**src/rtl/counter_pkg.sv**
```systemverilog
`timescale 1ns/1ps
`default_nettype none
// ============================================================================
//  Module   : counter_pkg
//  Purpose  : Shared types and constants for the counter button control stage.
//             Defines the per-button debounce state encoding, the default
//             debounce length and the direction encodings driven onto `ud`.
//  Revision : 1.0 - initial release
// ============================================================================
package counter_pkg;

   // Debounce FSM states, one FSM per pushbutton.
   typedef enum logic [1:0] {
      IDLE         = 2'd0,
      PRESS_WAIT   = 2'd1,
      PRESSED      = 2'd2,
      RELEASE_WAIT = 2'd3
   } btn_state_t;

   // 20 ms worth of stable samples at a 100 kHz system clock.
   localparam int   DEBOUNCE_CYCLES_DEFAULT = 2000;

   // Direction encodings presented to the counter on `ud`.
   localparam logic UD_UP   = 1'b1;
   localparam logic UD_DOWN = 1'b0;

endpackage : counter_pkg
`default_nettype wire

```
**src/rtl/button_debounce.sv**
```systemverilog
`timescale 1ns/1ps
`default_nettype none
// ============================================================================
//  Module   : button_debounce
//  Purpose  : Conditions one raw active-low pushbutton. A 2-flop synchronizer
//             brings the pin into the clk domain, a 4-state FSM with a
//             saturating counter requires DEBOUNCE_CYCLES consecutive stable
//             samples to accept a press or a release, and exactly one
//             one-cycle pulse is produced per accepted press.
//  Ports    : clk      in   system clock, rising edge
//             reset_n  in   asynchronous active-low reset
//             btn_n    in   raw button pin, active-low, asynchronous to clk
//             pulse    out  one-cycle strobe per accepted press (registered)
//  Revision : 1.0 - initial release
// ============================================================================
module button_debounce
   import counter_pkg::*;
#(
   parameter int DEBOUNCE_CYCLES = DEBOUNCE_CYCLES_DEFAULT
) (
   input  logic clk,
   input  logic reset_n,
   input  logic btn_n,
   output logic pulse
);

   localparam int             CW        = $clog2(DEBOUNCE_CYCLES);
   localparam logic [CW-1:0]  c_CNT_MAX = CW'(DEBOUNCE_CYCLES - 1);
   localparam logic [CW-1:0]  c_CNT_ONE = CW'(1);

   logic          r_sync1;
   logic          r_sync2;
   btn_state_t    r_state;
   btn_state_t    w_state_nxt;
   logic [CW-1:0] r_cnt;
   logic [CW-1:0] w_cnt_nxt;
   logic          r_pulse;
   logic          w_pulse_nxt;
   logic          w_pressed;

   // Synchronizer resets to 1 so a button held through reset is seen as a
   // fresh press once reset lifts and must be debounced from IDLE.
   assign w_pressed = ~r_sync2;

   always_comb begin
      w_state_nxt = r_state;
      w_cnt_nxt   = r_cnt;
      w_pulse_nxt = 1'b0;
      case (r_state)
         IDLE: begin
            if (w_pressed) begin
               w_state_nxt = PRESS_WAIT;
               w_cnt_nxt   = '0;
            end
         end
         PRESS_WAIT: begin
            if (!w_pressed) begin
               // Glitch: drop back without a pulse.
               w_state_nxt = IDLE;
               w_cnt_nxt   = '0;
            end else if (r_cnt == c_CNT_MAX) begin
               w_state_nxt = PRESSED;
               w_cnt_nxt   = '0;
               w_pulse_nxt = 1'b1;
            end else begin
               w_cnt_nxt   = r_cnt + c_CNT_ONE;
            end
         end
         PRESSED: begin
            if (!w_pressed) begin
               w_state_nxt = RELEASE_WAIT;
               w_cnt_nxt   = '0;
            end
         end
         RELEASE_WAIT: begin
            if (w_pressed) begin
               // Release bounce: still the same press, no new pulse.
               w_state_nxt = PRESSED;
               w_cnt_nxt   = '0;
            end else if (r_cnt == c_CNT_MAX) begin
               w_state_nxt = IDLE;
               w_cnt_nxt   = '0;
            end else begin
               w_cnt_nxt   = r_cnt + c_CNT_ONE;
            end
         end
         default: begin
            w_state_nxt = IDLE;
            w_cnt_nxt   = '0;
         end
      endcase
   end

   always_ff @(posedge clk or negedge reset_n) begin
      if (!reset_n) begin
         r_sync1 <= 1'b1;
         r_sync2 <= 1'b1;
         r_state <= IDLE;
         r_cnt   <= '0;
         r_pulse <= 1'b0;
      end else begin
         r_sync1 <= btn_n;
         r_sync2 <= r_sync1;
         r_state <= w_state_nxt;
         r_cnt   <= w_cnt_nxt;
         r_pulse <= w_pulse_nxt;
      end
   end

   assign pulse = r_pulse;

endmodule : button_debounce
`default_nettype wire

```
**src/rtl/counter_button_ctrl.sv**
```systemverilog
`timescale 1ns/1ps
`default_nettype none
// ============================================================================
//  Module   : counter_button_ctrl
//  Purpose  : Upstream control stage for the up/down counter. Debounces the
//             start/stop and direction pushbuttons and turns each accepted
//             press into a toggle of the matching level control.
//  Ports    : clk          in   system clock, rising edge
//             reset_n      in   asynchronous active-low reset
//             btn_start_n  in   raw start/stop button, active-low
//             btn_ud_n     in   raw direction button, active-low
//             start        out  run enable, toggles per accepted start press
//             ud           out  direction (1 = up), toggles per ud press
//             start_pulse  out  one-cycle strobe per accepted start press
//             ud_pulse     out  one-cycle strobe per accepted ud press
//  Revision : 1.0 - initial release
// ============================================================================
module counter_button_ctrl
   import counter_pkg::*;
#(
   parameter int   DEBOUNCE_CYCLES = DEBOUNCE_CYCLES_DEFAULT,
   parameter logic START_INIT      = 1'b0,
   parameter logic UD_INIT         = UD_UP
) (
   input  logic clk,
   input  logic reset_n,
   input  logic btn_start_n,
   input  logic btn_ud_n,
   output logic start,
   output logic ud,
   output logic start_pulse,
   output logic ud_pulse
);

   logic w_start_pulse;
   logic w_ud_pulse;
   logic r_start_base;
   logic r_ud_base;

   button_debounce #(
      .DEBOUNCE_CYCLES (DEBOUNCE_CYCLES)
   ) u_start_btn (
      .clk     (clk),
      .reset_n (reset_n),
      .btn_n   (btn_start_n),
      .pulse   (w_start_pulse)
   );

   button_debounce #(
      .DEBOUNCE_CYCLES (DEBOUNCE_CYCLES)
   ) u_ud_btn (
      .clk     (clk),
      .reset_n (reset_n),
      .btn_n   (btn_ud_n),
      .pulse   (w_ud_pulse)
   );

   // The base registers absorb each pulse one edge after it rises.
   always_ff @(posedge clk or negedge reset_n) begin
      if (!reset_n) begin
         r_start_base <= START_INIT;
         r_ud_base    <= UD_INIT;
      end else begin
         r_start_base <= r_start_base ^ w_start_pulse;
         r_ud_base    <= r_ud_base ^ w_ud_pulse;
      end
   end

   // XOR with the live pulse makes the level change on the same edge the
   // pulse rises, then the base register holds the new value afterwards.
   assign start       = r_start_base ^ w_start_pulse;
   assign ud          = r_ud_base ^ w_ud_pulse;
   assign start_pulse = w_start_pulse;
   assign ud_pulse    = w_ud_pulse;

endmodule : counter_button_ctrl
`default_nettype wire

```
**config.mk**
```make
export PLATFORM = sky130hd
export DESIGN_NAME = counter_button_ctrl
export DESIGN_NICKNAME = d
export VERILOG_FILES = /design/src/rtl/counter_pkg.sv /design/src/rtl/button_debounce.sv /design/src/rtl/counter_button_ctrl.sv
export SDC_FILE = /design/constraint.sdc
export NUM_CORES = 1
export LEC_CHECK = 0
export ABC_AREA = 1
export CORE_MARGIN = 5
export CORE_UTILIZATION = 53
export CTS_CLUSTER_SIZE = 8
export DETAILED_ROUTE_END_ITERATION = 8
export GPL_TIMING_DRIVEN = 0
export PLACE_DENSITY = 0.71
export SLEW_MARGIN = 5
export SYNTH_ARGS = -nofsm -noshare
export SYNTH_HDL_FRONTEND = slang
export SYNTH_SLANG_ARGS = --single-unit
```
**constraint.sdc**
```tcl
create_clock -name clk -period 3 [get_ports clk]
set_input_delay 0.9 -clock clk [delete_from_list [all_inputs] [get_ports clk]]
set_output_delay 0.9 -clock clk [all_outputs]
set_load 0.03 [all_outputs]
```
==> results of run 1 <==
-- metrics by stage --
step | cells | power [mW] | area, µm²
floorplan | 203 | 0.749 | 1700
global placement | 254 | 0.805 | 1820
detailed placement | 254 | 0.824 | 1820
CTS | 262 | 1.09 | 1880
global route | 262 | 1.15 | 1880
finish | 262 | 1.08 | 1880
-- worst min-delay path by stage --
stage,cells past startpoint,to
3_3_place_gp,0,u_ud_btn.r_sync2
5_1_grt,0,u_start_btn.r_sync2
4_1_cts,0,u_ud_btn.r_sync2
3_5_place_dp,0,u_ud_btn.r_sync2
6_report,0,u_ud_btn.r_sync2
2_1_floorplan,0,u_start_btn.r_sync2
-- area by class of cell --
class | count | area [µm²]
Tap cell | 44 | 55.1
Sequential cell | 34 | 857
Clock inverter | 1 | 5.00
Timing Repair Buffer | 7 | 65.1
Multi-Input combinational cell | 141 | 729
Clock buffer | 7 | 55.1
Buffer | 1 | 11.3
Fill cell | 277 | 1170
Inverter | 27 | 101
-- flip-flops by register name, summed over array words and instances (netlist names), named ones only --
register             flops
u_start_btn.r_cnt       11
u_ud_btn.r_cnt          11
r_start_base             1
r_ud_base                1
u_start_btn.pulse        1
u_start_btn.r_state      1
u_start_btn.r_sync1      1
u_start_btn.r_sync2      1
u_ud_btn.pulse           1
u_ud_btn.r_state         1
u_ud_btn.r_sync1         1
u_ud_btn.r_sync2         1
-- metal layers --
| metal | track usage [%] | vias up | wire length, µm | part of all wire (%) |
|---|---|---|---|---|
| li1 | - | 673 | - | - |
| met2 | 28.1 | 35 | 1510 | 48 |
| met5 | 0 | - | 0 | 0 |
| met1 | 20.1 | 642 | 1470 | 46 |
| met4 | 6.85 | 0 | 34 | 1.1 |
| met3 | 4.38 | 5 | 164 | 5.2 |
-- synthesized netlist by cell type --
cell                       instances  share of area [%]
sky130_fd_sc_hd__a21o_1            1               0.44
sky130_fd_sc_hd__a21oi_1           7                2.1
sky130_fd_sc_hd__buf_6             1               0.66
sky130_fd_sc_hd__dfrtp_1          29                 43
sky130_fd_sc_hd__dfstp_2           5                7.7
sky130_fd_sc_hd__ha_1              2                1.5
sky130_fd_sc_hd__inv_1            23                5.1
sky130_fd_sc_hd__inv_2             4               0.88
sky130_fd_sc_hd__nand2_1          52                 11
sky130_fd_sc_hd__nand2_2           4                1.5
sky130_fd_sc_hd__nand3_1          14                4.1
sky130_fd_sc_hd__nand3_2           4                2.4
sky130_fd_sc_hd__nand4_1           2               0.74
sky130_fd_sc_hd__nor2_1           24                5.3
sky130_fd_sc_hd__nor2_2            2               0.74
sky130_fd_sc_hd__nor2_4            2                1.3
sky130_fd_sc_hd__nor3_1            2               0.59
sky130_fd_sc_hd__nor3_2            2                1.2
sky130_fd_sc_hd__nor4_1            1               0.37
sky130_fd_sc_hd__o21ai_0           6                1.8
sky130_fd_sc_hd__o21ai_1           1               0.29
sky130_fd_sc_hd__o21bai_1          1               0.44
sky130_fd_sc_hd__o22ai_1           3                1.1
sky130_fd_sc_hd__xnor2_1           3                1.5
sky130_fd_sc_hd__xor2_1            8                4.1
-- power by group --
group          internal [mW]  total, mW  leakage (nW)  switching (mW)
registers              0.508      0.554         0.449          0.0460
clock network          0.114      0.261        0.0353           0.148
logic                 0.0826      0.261         0.384           0.179
total                  0.704       1.08         0.868           0.372
-- cell families after synthesis --
family	share of synthesized area (%)
XOR/XNOR	5.67
buffers and inverters	6.63
AO/OA/AOI/OAI	6.11
AND/OR/NAND/NOR	29.7
flip-flops	50.4
adder cells (fa/ha/maj)	1.47
-- placed cells by master (no fill, tap or decap), types with 5 or more instances in the layout --
cell / Yosys / final
sky130_fd_sc_hd__nand2_1: 52 / 52
sky130_fd_sc_hd__xor2_1: 8 / 8
sky130_fd_sc_hd__dfrtp_1: 29 / 29
sky130_fd_sc_hd__dfstp_2: 5 / 5
sky130_fd_sc_hd__inv_1: 23 / 23
sky130_fd_sc_hd__o21ai_0: 6 / 6
sky130_fd_sc_hd__clkbuf_4: 0 / 5
sky130_fd_sc_hd__nor2_1: 24 / 24
sky130_fd_sc_hd__clkdlybuf4s50_1: 0 / 6
sky130_fd_sc_hd__nand3_1: 14 / 14
sky130_fd_sc_hd__a21oi_1: 7 / 7
==> reports/qor.log, run 1 <==
INFO  floorplan      top_level_ports=8
INFO  synth          mappedNetlistArea=0.00170mm²
INFO  worst_setup_path crit_start=r_ud_base
INFO  pwr            max-vdd-ir-drop=0.249mV
INFO  worst_setup_path critical_path_cell_sequence=xor2_1 > clkdlybuf4s50_1
INFO  worst_setup_path worst_r2r_path_depth=8
INFO  flow_run       drv.max_cap_violation_count=0
INFO  worst_setup_path critPathTopFamily=buffers and inverters
INFO  synth          synth.distinct_cells=25
INFO  clock_network  cts_post_setup_buffers_inserted=0
INFO  floorplan      core=0.00305mm²
INFO  layout         finalNetCount=223
INFO  floorplan      die-height=66.6µm
INFO  worst_setup_path setup.worst_path.end=ud
INFO  placement      place_worst_setup_slack=707ps
INFO  sta            clock.fmax=0.375GHz
INFO  synth          synth.net_count=209
INFO  routing        initial_detailed_routing_violation_count=68
INFO  layout         layout-drive-gt1-share=14.7%
INFO  worst_setup_path critical-path-max-stage-delay=710ps
INFO  pwr            cellPowerDensity=573mW/mm²
INFO  clock_network  ctsRootBufferMaster=sky130_fd_sc_hd__clkbuf_4
INFO  layout         areaGrowthSynthToFinish=10.6%
INFO  sta            skew=9.56ps
INFO  worst_setup_path critical_path.reg2reg.endpoint=u_ud_btn.r_cnt[8]
INFO  global_route   first_global_vias=1304
INFO  placement      dp_hpwl=2320µm
INFO  routing        route.final.wire_length=3170µm
INFO  sta            setup_ws_post_layout=336ps
INFO  sta            hold_violations=0
INFO  global_route   track_usage=16.7%
INFO  routing        route.detailed.wl_per_inst=12.1µm
INFO  routing        detailroute.via_count=1355
INFO  sta            setup_repair_after_global_routing_missed_its_margin=no
INFO  floorplan      std_cell_rows=20
INFO  sta            setup_tns=0ps
INFO  routing        drc=0
INFO  placement      port_buffers=7
INFO  worst_setup_path crit_type=reg -> out
INFO  worst_setup_path critical_path.endpoint_type=output port
INFO  clock_network  tritoncts=done
INFO  floorplan      die-area=0.00444mm²
INFO  clock_network  worst_setup_hold_path_clk_slew=90ps
INFO  sta            fin_crit_sh=88.8%
INFO  floorplan      die_w=66.6µm
INFO  worst_setup_path worst_ep_arrival_time=1760ps
INFO  outcome        outcome=finished, final reports clean
INFO  worst_setup_path regToRegStartpoint=u_ud_btn.r_cnt[0]
INFO  clock_network  post_cts_hold_buffer_count=0
INFO  global_route   globalRouteOverflowTotal=0
INFO  placement      globalplace.congestion=0.915
INFO  worst_setup_path start_kind=register
INFO  clock_network  clockBufferDepth=2
INFO  global_route   largest_net_degree_at_the_start_of_global_routing=35
INFO  layout         antennaDiodeCount=0
INFO  sta            max_slew_margin=50.6%
INFO  worst_setup_path critical_path.max_fanout=2
INFO  synth          post_synth_inst_count=203
INFO  synth          post_synth.cell_area_avg=8.37µm²
INFO  min_path       holdCritStartpoint=u_ud_btn.r_sync1
INFO  worst_setup_path slowest_stage=sky130_fd_sc_hd__clkdlybuf4s50_1
INFO  worst_setup_path critical_path_depth=2
INFO  floorplan      initial_core_util=55.7%
INFO  routing        detail-route-antenna-nets=0
INFO  routing        post_drt_via_cell_ratio=5.17
INFO  clock_network  clock_sink_count=34
INFO  worst_setup_path critical_path.n_buffers_inverters=1
INFO  sta            period_minus_slack=2660ps
INFO  global_route   grt_first_pass_wirelength=5610µm
INFO  clock_network  post_cts_resized=0
INFO  sta            fin_worst_hold_slack=361ps
INFO  clock_network  total_cts_buffers=5
INFO  synth          synth.yosys.warnings=0
INFO  routing        firstDrtPassIters=4
INFO  min_path       min-delay-path-class=reg -> reg
INFO  clock_network  insertion_delay=330ps
INFO  worst_setup_path critical_path_required=2100ps
INFO  sta            final_max_slew_viol_count=0
INFO  synth          synth_seq_cells=34
INFO  worst_setup_path reg2reg_slack=1400ps
INFO  sta            timing_worst_slew_pin_value=742ps
INFO  global_route   antenna_found_initial=0
INFO  layout         post-route-util=61.6%
INFO  pwr            leakagePower=0.868nW
INFO  sta            timing.final.setup_violations=0
INFO  synth          synth_sequential_area_ratio=50.4%
INFO  clock_network  h-tree-depth=2
(Power assumes the default switching activity.)
==> run 2, diff against run 1 <==
--- a/config.mk
+++ b/config.mk
@@ -8,6 +8,7 @@
 export ABC_AREA = 1
 export CORE_MARGIN = 5
 export CORE_UTILIZATION = 53
+export CTS_BUF_LIST = sky130_fd_sc_hd__clkbuf_4
 export CTS_CLUSTER_SIZE = 8
 export DETAILED_ROUTE_END_ITERATION = 8
 export GPL_TIMING_DRIVEN = 0
==> run 2 against run 1 <==
- first-iteration DRC count rose by 1.5%
- critical path depth unchanged
- largest power group unchanged
- sequential share of layout area is 0.15 points higher
- worst setup slack gained 2.0 ps
- design area decreased by 0.33%
- fmax hardly changed
- clock power down 6%
- utilization is 0.20 points lower
- register-to-register slack barely moved
- power shrank 1.7%
==> reports/qor.log, run 2 (same netlist as run 1, synthesis figures left out) <==
INFO  layout         areaGrowthSynthToFinish=10.2% [was 10.6%]
INFO  global_route   grt_first_pass_wirelength=5640µm [was 5610 µm]
INFO  layout         final_cell_area=0.00187mm² [was 0.00188 mm²]
INFO  pwr            power_frac_comb=24.6% [was 24.3%]
INFO  clock_network  cts_post_setup_buffers_inserted=0 [unchanged]
INFO  worst_setup_path critical_path.max_fanout=2 [unchanged]
INFO  routing        met2_wirelength=1440µm [was 1510 µm]
INFO  layout         layout-drive-gt1-share=14.7% [unchanged]
INFO  global_route   largest_net_degree_at_the_start_of_global_routing=35 [unchanged]
INFO  routing        firstDrtPassIters=5 [was 4]
INFO  pwr            report.power.total=1.06mW [was 1.08 mW]
INFO  clock_network  total_cts_buffers=5 [unchanged]
INFO  floorplan      std_cell_rows=20 [unchanged]
INFO  clock_network  tritoncts=done [unchanged]
INFO  worst_setup_path worst_ep_arrival_time=1760ps [about the same]
INFO  placement      post_place_cell_area=0.00182mm² [unchanged]
INFO  sta            skew=9.48ps [was 9.56 ps]
INFO  floorplan      top_level_ports=8 [unchanged]
INFO  clock_network  insertion_delay=330ps [about the same]
INFO  min_path       holdCritStartpoint=u_ud_btn.r_sync1 [unchanged]
INFO  sta            hold_violations=0 [unchanged]
INFO  pwr            power.share.sequential=52.2% [was 51.4%]
INFO  min_path       min-delay-path-class=reg -> reg [unchanged]
INFO  pwr            leakagePower=0.866nW [was 0.868 nW]
INFO  routing        route.detailed.wl_per_inst=12.0µm [was 12.1 µm]
INFO  layout         antennaDiodeCount=0 [unchanged]
INFO  global_route   track_usage=16.7% [about the same]
INFO  layout         layout_top_registers=u_start_btn.r_cnt: 11 flops, u_ud_btn.r_cnt: 11 flops [unchanged]
INFO  pwr            switching_power=371µW [was 372 µW]
INFO  outcome        outcome=finished, final reports clean [unchanged]
INFO  placement      port_buffers=7 [unchanged]
INFO  routing        initial_detailed_routing_violation_count=69 [was 68]
INFO  clock_network  clock_sink_count=34 [unchanged]
INFO  routing        wl_met1=1490µm [was 1470 µm]
INFO  pwr            pint=687µW [was 704 µW]
INFO  worst_setup_path reg2reg_slack=1400ps [about the same]
INFO  clock_network  post_cts_resized=0 [unchanged]
INFO  pwr            power.clock.fraction=23.2% [was 24.3%]
INFO  routing        met3_wirelength=150µm [was 164 µm]
INFO  sta            timing_worst_slew_pin_value=726ps [was 742 ps]
INFO  worst_setup_path critical_path_required=2100ps [about the same]
INFO  pwr            cellPowerDensity=565mW/mm² [was 573 mW/mm²]
INFO  clock_network  clockBufferDepth=2 [unchanged]
INFO  floorplan      core=0.00305mm² [unchanged]
INFO  floorplan      initial_core_util=55.7% [unchanged]
INFO  sta            fin_crit_sh=88.7% [was 88.8%]
INFO  placement      globalplace.congestion=0.915 [unchanged]
INFO  floorplan      die-area=0.00444mm² [unchanged]
INFO  layout         leading_cell_types_in_the_layout_fill_and_taps_excluded=sky130_fd_sc_hd__nand2_1, sky130_fd_sc_hd__dfrtp_1, sky130_fd_sc_hd__nor2_1 [unchanged]
INFO  floorplan      die_w=66.6µm [unchanged]
INFO  sta            setup_repair_after_global_routing_missed_its_margin=no [unchanged]
INFO  worst_setup_path crit_type=reg -> out [unchanged]
INFO  sta            final_max_slew_viol_count=0 [unchanged]
INFO  routing        detailroute.via_count=1362 [was 1355]
INFO  worst_setup_path start_kind=register [unchanged]
INFO  placement      dp_hpwl=2320µm [unchanged]
INFO  layout         post-route-util=61.4% [was 61.6%]
INFO  worst_setup_path regToRegStartpoint=u_ud_btn.r_cnt[0] [unchanged]
INFO  routing        drc=0 [unchanged]
INFO  global_route   antenna_found_initial=0 [unchanged]
INFO  sta            clock.fmax=0.376GHz [was 0.375 GHz]
INFO  routing        post_drt_via_cell_ratio=5.20 [was 5.17]
INFO  routing        highest_layer=met4 [unchanged]
INFO  clock_network  worst_setup_hold_path_clk_slew=90ps [about the same]
INFO  floorplan      die-height=66.6µm [unchanged]
INFO  pwr            switching_share=35.0% [was 34.6%]
INFO  global_route   first_global_vias=1305 [was 1304]
INFO  pwr            max-vdd-ir-drop=0.222mV [was 0.249 mV]
INFO  layout         finalNetCount=223 [unchanged]
INFO  global_route   globalRouteOverflowTotal=0 [unchanged]
INFO  worst_setup_path critical_path.endpoint_type=output port [unchanged]
INFO  routing        route.final.wire_length=3130µm [was 3170 µm]
INFO  clock_network  ctsRootBufferMaster=sky130_fd_sc_hd__clkbuf_4 [unchanged]
INFO  min_path       whs_endpoint=u_ud_btn.r_sync2 [unchanged]
INFO  clock_network  post_cts_hold_buffer_count=0 [unchanged]
INFO  clock_network  h-tree-depth=2 [unchanged]
INFO  sta            setup_tns=0ps [unchanged]
INFO  sta            timing.final.setup_violations=0 [unchanged]
INFO  sta            period_minus_slack=2660ps [about the same]
INFO  routing        detail-route-antenna-nets=0 [unchanged]
INFO  flow_run       drv.max_cap_violation_count=0 [unchanged]
INFO  sta            fin_worst_hold_slack=361ps [about the same]
INFO  worst_setup_path worst_r2r_path_depth=8 [unchanged]
INFO  min_path       hold_depth=0 [unchanged]
INFO  sta            max_slew_margin=51.6% [was 50.6%]
INFO  worst_setup_path critical_path.reg2reg.endpoint=u_ud_btn.r_cnt[8] [unchanged]
INFO  layout         layout_commonest_cell=sky130_fd_sc_hd__nand2_1 [unchanged]
run 2: cell count changes in the layout (fill, tap and decap cells not counted), sizes merged:
| cell | previous run | this run |
|---|---|---|
| clkbuf | 7 | 6 |
| clkinv | 1 | 2 |
run 2: how the worst max path moves through the flow:
stage / from / to / slack (ps)
2_1_floorplan: u_ud_btn.pulse / ud / 1030
3_3_place_gp: reset_n / u_ud_btn.r_cnt[5] / 400
3_5_place_dp: r_ud_base / ud / 710
4_1_cts: r_ud_base / ud / 330
5_1_grt: r_ud_base / ud / 250
6_report: r_ud_base / ud / 340
run 2: area by class of cell:
type                            instances  area [µm²]
Tap cell                               44        55.1
Sequential cell                        34         857
Clock inverter                          2        8.76
Multi-Input combinational cell        141         729
Buffer                                  1        11.3
Clock buffer                            6        45.0
Timing Repair Buffer                    7        65.1
Fill cell                             280        1180
Inverter                               27         101
run 2: metrics by stage:
step                      setup slack [ps]  cells
after CTS                              326    262
after floorplan                       1030    203
final                                  338    262
after global routing                   249    262
after global placement                 395    254
after detailed placement               707    254
run 2: power groups by stage:
stage	registers [mW]	clock network, mW	logic, mW
after detailed placement	0.560	0	0.263
after floorplan	0.549	0	0.200
final	0.553	0.245	0.260
after global placement	0.556	0	0.249
after global routing	0.561	0.276	0.299
after CTS	0.553	0.256	0.264
run 2: critical path, stage by stage, from the launching register on:
cell,delay [ps]
sky130_fd_sc_hd__dfstp_2,530
sky130_fd_sc_hd__xor2_1,200
sky130_fd_sc_hd__clkdlybuf4s50_1,710
run 2: per-layer routing:
layer	vias to the layer above	global-route usage (%)
li1	673	-
met1	653	20.3
met2	29	28.0
met3	7	4.38
met4	0	6.85
met5	-	0
==> run 3, diff against run 2 <==
--- a/config.mk
+++ b/config.mk
@@ -13,7 +13,7 @@
 export DETAILED_ROUTE_END_ITERATION = 8
 export GPL_TIMING_DRIVEN = 0
 export PLACE_DENSITY = 0.71
-export SLEW_MARGIN = 5
+export SLEW_MARGIN = 20
 export SYNTH_ARGS = -nofsm -noshare
 export SYNTH_HDL_FRONTEND = slang
 export SYNTH_SLANG_ARGS = --single-unit
==> results of run 3 <==
No change in the layout: final DEF, timing and power equal those of run 2.
